$ cat config.mk
export PLATFORM = sky130hd
export DESIGN_NAME = picomips_ctrl
export DESIGN_NICKNAME = d
export VERILOG_FILES = /design/src/rtl/picomips_ctrl.sv
export SDC_FILE = /design/constraint.sdc
export NUM_CORES = 1
export LEC_CHECK = 0
export ABC_AREA = 1
export CORE_MARGIN = 2
export CORE_UTILIZATION = 35
export CTS_CLUSTER_SIZE = 40
export DETAILED_ROUTE_END_ITERATION = 7
export GPL_ROUTABILITY_DRIVEN = 0
export GPL_TIMING_DRIVEN = 0
export MAX_ROUTING_LAYER = met4
export PLACE_DENSITY = 0.69
export SLEW_MARGIN = 20
export SYNTH_ARGS = -nofsm -noshare
export SYNTH_HDL_FRONTEND = slang
export SYNTH_SLANG_ARGS = --single-unit
$ cat constraint.sdc
create_clock -name clk -period 2.14 [get_ports clk]
set_input_delay 0.428 -clock clk [delete_from_list [all_inputs] [get_ports clk]]
set_output_delay 0.428 -clock clk [all_outputs]
set_load 0.02 [all_outputs]
$ cat src/rtl/picomips_ctrl.sv
// Multi-cycle control sequencer for the 20-bit picoMIPS (FETCH/EXEC/WAIT/HALT).
// Define PICOMIPS_MUL_EN to decode MUL/MULI; otherwise opcodes 5/6 retire as NOP.
module picomips_ctrl #(
  parameter int n = 8
) (
  input  logic         clk,
  input  logic         nReset,
  input  logic [19:0]  instr,
  input  logic [3:0]   flags,
  input  logic         sw_go,
  output logic [2:0]   func,
  output logic         imm_sel,
  output logic         in_sel,
  output logic         reg_we,
  output logic [2:0]   rd_addr,
  output logic [2:0]   rs_addr,
  output logic [n-1:0] imm,
  output logic         pc_inc,
  output logic         pc_load,
  output logic [n-1:0] pc_target,
  output logic [3:0]   flag_q,
  output logic         halted
);

  localparam logic [2:0] RNOP = 3'd0;
  localparam logic [2:0] RADD = 3'd1;
  localparam logic [2:0] RSUB = 3'd2;

  localparam logic [3:0] OP_ADD  = 4'd1;
  localparam logic [3:0] OP_ADDI = 4'd2;
  localparam logic [3:0] OP_SUB  = 4'd3;
  localparam logic [3:0] OP_SUBI = 4'd4;
  localparam logic [3:0] OP_BR   = 4'd7;
  localparam logic [3:0] OP_WAIT = 4'd8;
  localparam logic [3:0] OP_HALT = 4'd9;
`ifdef PICOMIPS_MUL_EN
  localparam logic [2:0] RMUL    = 3'd3;
  localparam logic [3:0] OP_MUL  = 4'd5;
  localparam logic [3:0] OP_MULI = 4'd6;
`endif

  typedef enum logic [1:0] {
    S_FETCH = 2'd0,
    S_EXEC  = 2'd1,
    S_WAIT  = 2'd2,
    S_HALT  = 2'd3
  } state_t;

  state_t      state_q, state_d;
  logic [19:0] ir_q, ir_d;
  logic [3:0]  flag_d;
  logic [3:0]  op_s;
  logic [1:0]  cond_s;
  logic        br_taken_s;

  assign op_s      = ir_q[19:16];
  assign cond_s    = ir_q[9:8];
  assign rd_addr   = ir_q[15:13];
  assign rs_addr   = ir_q[12:10];
  assign imm       = ir_q[n-1:0];
  assign pc_target = ir_q[n-1:0];
  assign halted    = (state_q == S_HALT);

  // Branch condition on stored flags {N,Z,C,V}
  always_comb begin
    case (cond_s)
      2'b00:   br_taken_s = 1'b1;
      2'b01:   br_taken_s = flag_q[2];
      2'b10:   br_taken_s = ~flag_q[2];
      2'b11:   br_taken_s = flag_q[3];
      default: br_taken_s = 1'b0;
    endcase
  end

  always_ff @(posedge clk or negedge nReset) begin
    if (!nReset) begin
      state_q <= S_FETCH;
      ir_q    <= 20'd0;
      flag_q  <= 4'd0;
    end else begin
      state_q <= state_d;
      ir_q    <= ir_d;
      flag_q  <= flag_d;
    end
  end

  always_comb begin
    state_d = state_q;
    ir_d    = ir_q;
    flag_d  = flag_q;
    func    = RNOP;
    imm_sel = 1'b0;
    in_sel  = 1'b0;
    reg_we  = 1'b0;
    pc_inc  = 1'b0;
    pc_load = 1'b0;
    case (state_q)
      S_FETCH: begin
        ir_d    = instr;
        state_d = S_EXEC;
      end
      S_EXEC: begin
        state_d = S_FETCH;
        case (op_s)
          OP_ADD, OP_ADDI: begin
            func    = RADD;
            imm_sel = (op_s == OP_ADDI);
            reg_we  = 1'b1;
            pc_inc  = 1'b1;
            flag_d  = flags;
          end
          OP_SUB, OP_SUBI: begin
            func    = RSUB;
            imm_sel = (op_s == OP_SUBI);
            reg_we  = 1'b1;
            pc_inc  = 1'b1;
            flag_d  = flags;
          end
`ifdef PICOMIPS_MUL_EN
          OP_MUL, OP_MULI: begin
            func    = RMUL;
            imm_sel = (op_s == OP_MULI);
            reg_we  = 1'b1;
            pc_inc  = 1'b1;
            flag_d  = flags;
          end
`endif
          OP_BR: begin
            if (br_taken_s) begin
              pc_load = 1'b1;
            end else begin
              pc_inc = 1'b1;
            end
          end
          OP_WAIT: state_d = S_WAIT;
          OP_HALT: state_d = S_HALT;
          // NOP and illegal opcodes just advance the PC
          default: pc_inc = 1'b1;
        endcase
      end
      S_WAIT: begin
        if (sw_go) begin
          in_sel  = 1'b1;
          reg_we  = 1'b1;
          pc_inc  = 1'b1;
          state_d = S_FETCH;
        end else begin
          state_d = S_WAIT;
        end
      end
      S_HALT:  state_d = S_HALT;
      default: state_d = S_FETCH;
    endcase
  end

endmodule

==> results.md, run 1 <==
* Antenna-violating nets left at 0
* Crit end category: output port
* Worst skew pair latency at 260 ps
* Syn Nets at 178
* Post-route DRC at 0
* Global-route wire length before repair at 4.416 mm
* Drt wl/cell at 10.10 microns
* Endpoints failing hold at 0
* Top post-synthesis cells by area: dfrtp_1 46%, buf_4 12%, mux2_2 11%
* Total wire length at 2.626 mm
* Endpoints failing setup at 0
* Crit Path Category: flip-flop to output port
* Die W at 67.33 microns
* Period utilization at 94.00%
* Final Cell Area at 2116 sq um
* Reg clk slew, reported paths at 90 ps
* Post-synth ARST share at 100.0%
* Initial antenna violation count at 0
* Slowest-stage cell, CP: dfrtp_1
* Max-cap viol count at 0
* Num Clock Sinks at 26
* TritonCTS Buffers at 3
* H-Tree Depth at 1
* Total number of vias at 1096
* Max Clk Rate at 497.1 MHz
* Area grow syn2layout at 50.71%
* RSZ-0062 raised after global routing: no
* Worst path max stage delay at 420 ps
* Io pins at 62
* Least-Margin Pin Slew at 565.5 ps
* Placement Cell Area at 2062 sq um
* Final core area utilization at 53.67%
* HP Class: primary input to async pin
* Worst hold margin at 147.5 ps
* # nets final at 243
* Outcome: completed
* Rows at 23
* Slew Limit Fails at 0
* DP Worst Slack at -102.9 ps
* Die area at 4533 sq um
* Final WS setup at 128.4 ps
* Mean Syn Cell Area at 9.615 sq um
* Crit path max fanout at 6
* Core Area at 3943 sq um
* Ys flop type: dfrtp_1
* Die H at 67.33 microns
* Max clock buf depth at 2
* Sequential area share after synthesis at 46.35%
* Inst Count DP at 256
* WP data required at 1710 ps
* Leak at 1.016 nW
* Relative slew slack at 62.30%
* Power Dens Cells at 1631 nW/um^2
* Total GRT Usage at 13.07%
* Initial Util at 35.61%
* Area leader, netlist: dfrtp_1
* Clock root buffer master: clkbuf_8
* Number of global-route vias before repair at 1027
* CP arrival at 1580 ps
* Most common cell in the netlist: nand2_1
* Cell Count, Final, Fillers Out at 260
* Final Skew at 4.071 ps
* WP buf/inv at 3
* Setup TNS at 0 ps
* Maximum vdd drop at 715.2 uV
* Layout cell share with drive strength beyond 1 at 27.62%
* R2r setup slk at 670 ps
* Synth cell types at 21
* EDFF count, synth at 0
* Port Buf Inserts at 60
* Crit path max-delay family: buffers and inverters
* Final Power at 3.451 mW
* Setup Buffers After CTS at 0
* Top cells by count, synth: 30 x nand2_1, 26 x dfrtp_1, 23 x buf_4, 14 x inv_1, 14 x mux2_2
* Grt total ovfl at 0
* Top cell type's share of synthesized area at 46.35%
* #FFs+latches synth at 26
* Syn Inst Count at 146
* Yosys warns at 0
* Area of the mapped netlist at 1404 sq um
* Post-DP HPWL at 2.157 mm
* CP startpoint kind: flip-flop
* Initial detailed-routing violation count at 35
* Via-per-instance ratio at 4.215
* Worst path cell trace: inv_2 -> ha_4 -> inv_1 -> nor2_1 -> nand2_1 -> a21oi_1 -> clkdlybuf4s15_2
* CTS tree: yes
* Period minus WS final at 2012 ps
* Diode count at 0
* Largest net degree at the start of global routing at 27
* Drt pass-1 iters at 4
-- final cells by class --
class                      instances  area [sq um]
fill                             385          1827
sequential                        26         650.6
timing repair buffer              60         581.8
multi-input combinational         79         509.2
buffer                            26         200.2
tap                               50         62.56
inverter                          15         56.30
clock buffer                       4         55.05
-- where the power goes --
part / leakage, nW / internal (mW) / switching [mW] / total [mW]
Clock: 0.0288 / 0.164 / 0.148 / 0.312
Combinational: 0.677 / 1.18 / 1.02 / 2.20
Sequential: 0.311 / 0.745 / 0.195 / 0.940
Total: 1.02 / 2.09 / 1.36 / 3.45
-- registers in the layout, indices dropped and copies added, names as in the netlist --
| signal | cells |
|---|---|
| ir_q | 20 |
| flag_q | 4 |
| state_q | 2 |
-- cell families (layout without fill, tap and decap cells) --
| kind of cell | after synthesis | count (layout) | synth area share, % |
|---|---|---|---|
| mux | 14 | 14 | 11.23 |
| buf+inv | 41 | 105 | 18.27 |
| simple gates | 47 | 47 | 14.88 |
| other cells | 1 | 1 | 0.2671 |
| fa+ha+maj | 5 | 5 | 4.456 |
| compound gates | 12 | 12 | 4.545 |
| flops | 26 | 26 | 46.35 |
-- final timing paths --
kind / start / to / cells after the start
min in group clk: flag_q[0]$_DFFE_PN0P_ / flag_q[0]$_DFFE_PN0P_ / 2
worst min-delay path: nReset / ir_q[18]$_DFFE_PN0N_ / 1
worst min register to register: flag_q[0]$_DFFE_PN0P_ / flag_q[0]$_DFFE_PN0P_ / 2
worst max-delay path: state_q[1]$_DFF_PN0_ / pc_inc / 7
max in group asynchronous: nReset / ir_q[0]$_DFFE_PN0N_ / 1
worst max register to register: state_q[0]$_DFF_PN0_ / ir_q[6]$_DFFE_PN0N_ / 5
-- worst register-to-register path: cells and delay by family, from the launching register on --
| family | cells | cell delay, ps |
|---|---|---|
| DFF | 1 | 450 |
| buffers and inverters | 3 | 390 |
| adders and majority gates | 1 | 180 |
| muxes | 1 | 340 |
-- metal layers --
metal	vias up	wire length [microns]	GRT usage (%)
met1	504	1126	15.62
met4	0	27	4.592
met3	2	109	1.667
li1	565	-	-
met2	25	1363	22.65
met5	-	0	-
-- cells in the final DEF (no fill, tap or decap), drive strengths merged --
| master | instances |
|---|---|
| nor2 | 6 |
| a21oi | 5 |
| conb | 1 |
| dfrtp | 26 |
| mux2 | 14 |
| clkdlybuf4s15 | 1 |
| clkbuf | 6 |
| buf | 27 |
| clkdlybuf4s50 | 52 |
| nand3 | 5 |
| dlygate4sd2 | 4 |
| o21ai | 7 |
| nor3 | 3 |
| nand2 | 33 |
| inv | 15 |
| ha | 5 |
-- what timing repair did --
| action | CTS | global route |
|---|---|---|
| endpoints found under the setup margin | 7 | 3 |
| resized for setup | 10 | 8 |
| hold endpoints to repair | 0 | 0 |
| hold buffers | 0 | 0 |
No activity file was read; power rests on OpenSTA's default activity.
==> run 2: changes to the inputs <==
--- a/config.mk
+++ b/config.mk
@@ -14,7 +14,6 @@
 export GPL_TIMING_DRIVEN = 0
 export MAX_ROUTING_LAYER = met4
 export PLACE_DENSITY = 0.69
-export SLEW_MARGIN = 20
 export SYNTH_ARGS = -nofsm -noshare
 export SYNTH_HDL_FRONTEND = slang
 export SYNTH_SLANG_ARGS = --single-unit
==> constraint.sdc (replaced) <==
create_clock -name clk -period 2.59 [get_ports clk]
set_input_delay 0.518 -clock clk [delete_from_list [all_inputs] [get_ports clk]]
set_output_delay 0.518 -clock clk [all_outputs]
set_load 0.02 [all_outputs]
==> run 2 against run 1 <==
Against the previous run: critical path depth down 1; utilization up 0.76 points; clock-buffer cell count down 1; die area unchanged; worst hold slack better by 350 ps; clock skew down 1.8 ps.
==> results.md, run 2 (synthesis gave the netlist of run 1 again) <==
* Outcome: completed
* Grt total ovfl at 0 (unchanged)
* Post-DP HPWL at 2.150 mm (-0.31%)
* Inst Count DP at 256 (unchanged)
* Relative slew slack at 24.95% (-37 points)
* Final WS setup at 157.0 ps (+28.57 ps)
* CP startpoint kind: flip-flop
* Largest Register: ir_q
* HP Class: flip-flop to flip-flop
* Slowest-stage cell, CP: clkdlybuf4s50_1
* R2r setup slk at 1140 ps (+470 ps)
* Most frequent cells in the layout: 58 x clkdlybuf4s50_1, 30 x nand2_1, 26 x dfrtp_1
* Clock root buffer master: clkbuf_8
* Die W at 67.33 microns (unchanged)
* Io pins at 62 (unchanged)
* Crit end category: output port
* Worst skew pair latency at 270 ps (about the same)
* TritonCTS Buffers at 3 (unchanged)
* Rows at 23 (unchanged)
* Most common cell after layout, fill and taps aside: clkdlybuf4s50_1
* Setup TNS at 0 ps (unchanged)
* Period minus WS final at 2433 ps
* Layout cell share with drive strength beyond 1 at 24.76% (-2.9 points)
* CP arrival at 1920 ps (+340 ps)
* Crit Path Category: flip-flop to output port
* Drt wl/cell at 10.12 microns (+0.15%)
* Max Clk Rate at 411.0 MHz
* Num Clock Sinks at 26 (unchanged)
* Total number of vias at 1096 (unchanged)
* Period utilization at 93.94%
* Die area at 4533 sq um (unchanged)
* Post-route DRC at 0 (unchanged)
* Diode count at 0 (unchanged)
* Die H at 67.33 microns (unchanged)
* Initial Util at 35.61% (unchanged)
* Endpoints failing hold at 0 (unchanged)
* Endpoints failing setup at 0 (unchanged)
* RSZ-0062 raised after global routing: no
* Largest net degree at the start of global routing at 27 (unchanged)
* Total GRT Usage at 13.07% (about the same)
* Area grow syn2layout at 52.85%
* Final Skew at 2.244 ps (-1.827 ps)
* Filler cells at 376 (-2.3%)
* WP data required at 2070 ps (+360 ps)
* Max reg flops at 20 (unchanged)
* Largest regs: ir_q: 20 flops, flag_q: 4 flops, state_q: 2 flops
* Maximum vdd drop at 505.7 uV (-29%)
* Max-cap viol count at 0 (unchanged)
* Final core area utilization at 54.43% (+0.76 points)
* Hold_buf cts at 0 (unchanged)
* Power Dens Cells at 1364 nW/um^2 (-16%)
* Total wire length at 2.630 mm (+0.15%)
* Crit path max fanout at 6 (unchanged)
* H-Tree Depth at 1 (unchanged)
* Least-Margin Pin Slew at 1122 ps (+556.8 ps)
* Port Buf Inserts at 60 (unchanged)
* Sequential Area at 650.6 sq um (unchanged)
* Drt pass-1 iters at 5 (+1)
* Via-per-instance ratio at 4.215 (unchanged)
* Initial detailed-routing violation count at 46 (+31%)
* Worst path max stage delay at 610 ps (+190 ps)
* Antenna-violating nets left at 0 (unchanged)
* Global-route wire length before repair at 4.360 mm (-1.3%)
* Area of the multi-input gates at 499.2 sq um (-2.0%)
* Core Area at 3943 sq um (unchanged)
* Leak at 1.033 nW (+1.6%)
* Slew Limit Fails at 0 (unchanged)
* Critical Path Most Common Cell: nand3_1
* DP Worst Slack at 171.6 ps (+274.5 ps)
* Number of global-route vias before repair at 993 (-3.3%)
* Cell Count, Final, Fillers Out at 260 (unchanged)
* Worst path cell trace: nor2_2 -> nand3_1 -> nand3_1 -> nand2_2 -> a21oi_2 -> clkdlybuf4s50_1
* Initial antenna violation count at 0 (unchanged)
* Reg clk slew, reported paths at 90 ps (about the same)
* # nets final at 243 (unchanged)
* CTS tree: yes
* Max clock buf depth at 2 (unchanged)
run 2: path summary, 6_finish.rpt:
kind / from / cells after the start / end
setup / recovery: ir_q[16]$_DFFE_PN0N_ / 6 / reg_we
hold / removal: flag_q[0]$_DFFE_PN0P_ / 2 / flag_q[0]$_DFFE_PN0P_
setup reg to reg: state_q[0]$_DFF_PN0_ / 5 / ir_q[6]$_DFFE_PN0N_
hold reg to reg: flag_q[0]$_DFFE_PN0P_ / 2 / flag_q[0]$_DFFE_PN0P_
max in group asynchronous: nReset / 1 / flag_q[1]$_DFFE_PN0P_
min in group asynchronous: nReset / 1 / ir_q[5]$_DFFE_PN0N_
run 2: layer usage:
metal,vias to the layer above,part of all wire (%),track usage [%]
met1,506,44,16.23
met4,0,1.0,5.357
met2,25,51,21.53
li1,563,-,-
met3,2,4.1,1.667
met5,-,0,-
run 2: layout make-up:
type	instances	share of cell area, %
Tap cell	50	2.915
Clock inverter	1	1.399
Inverter	15	2.624
Buffer	26	9.329
Clock buffer	3	1.924
Sequential cell	26	30.32
Multi-Input combinational cell	79	23.27
Timing Repair Buffer	60	28.22
run 2: stage by stage:
stage	instance area [sq um]	hold slack [ps]	power, mW
2_1_floorplan	1404	222.4	1.963
6_report	2146	502.2	2.926
3_5_place_dp	2067	481.8	2.632
5_1_grt	2146	531.3	3.174
3_3_place_gp	2067	470.3	2.605
4_1_cts	2141	508.2	2.980
run 2: timing repair:
item                                   in CTS  in global routing
gates cloned                                0                  0
setup buffers                               0                  0
endpoints found under the hold margin       0                  0
gates resized for setup                     1                  2
setup endpoints to repair                   1                  2
pin swaps                                   0                  0
run 2: report_power, final:
part | internal (mW) | switching, mW | total [mW]
registers | 0.615 | 0.156 | 0.771
logic | 0.991 | 0.832 | 1.82
clock network | 0.207 | 0.125 | 0.332
total | 1.81 | 1.11 | 2.93
run 2: worst max-delay path, delay by kind of cell, from the launching register on:
| kind | cells | cell delay [ps] |
|---|---|---|
| compound gates | 1 | 140 |
| flops | 1 | 450 |
| buf+inv | 1 | 610 |
| simple gates | 4 | 450 |
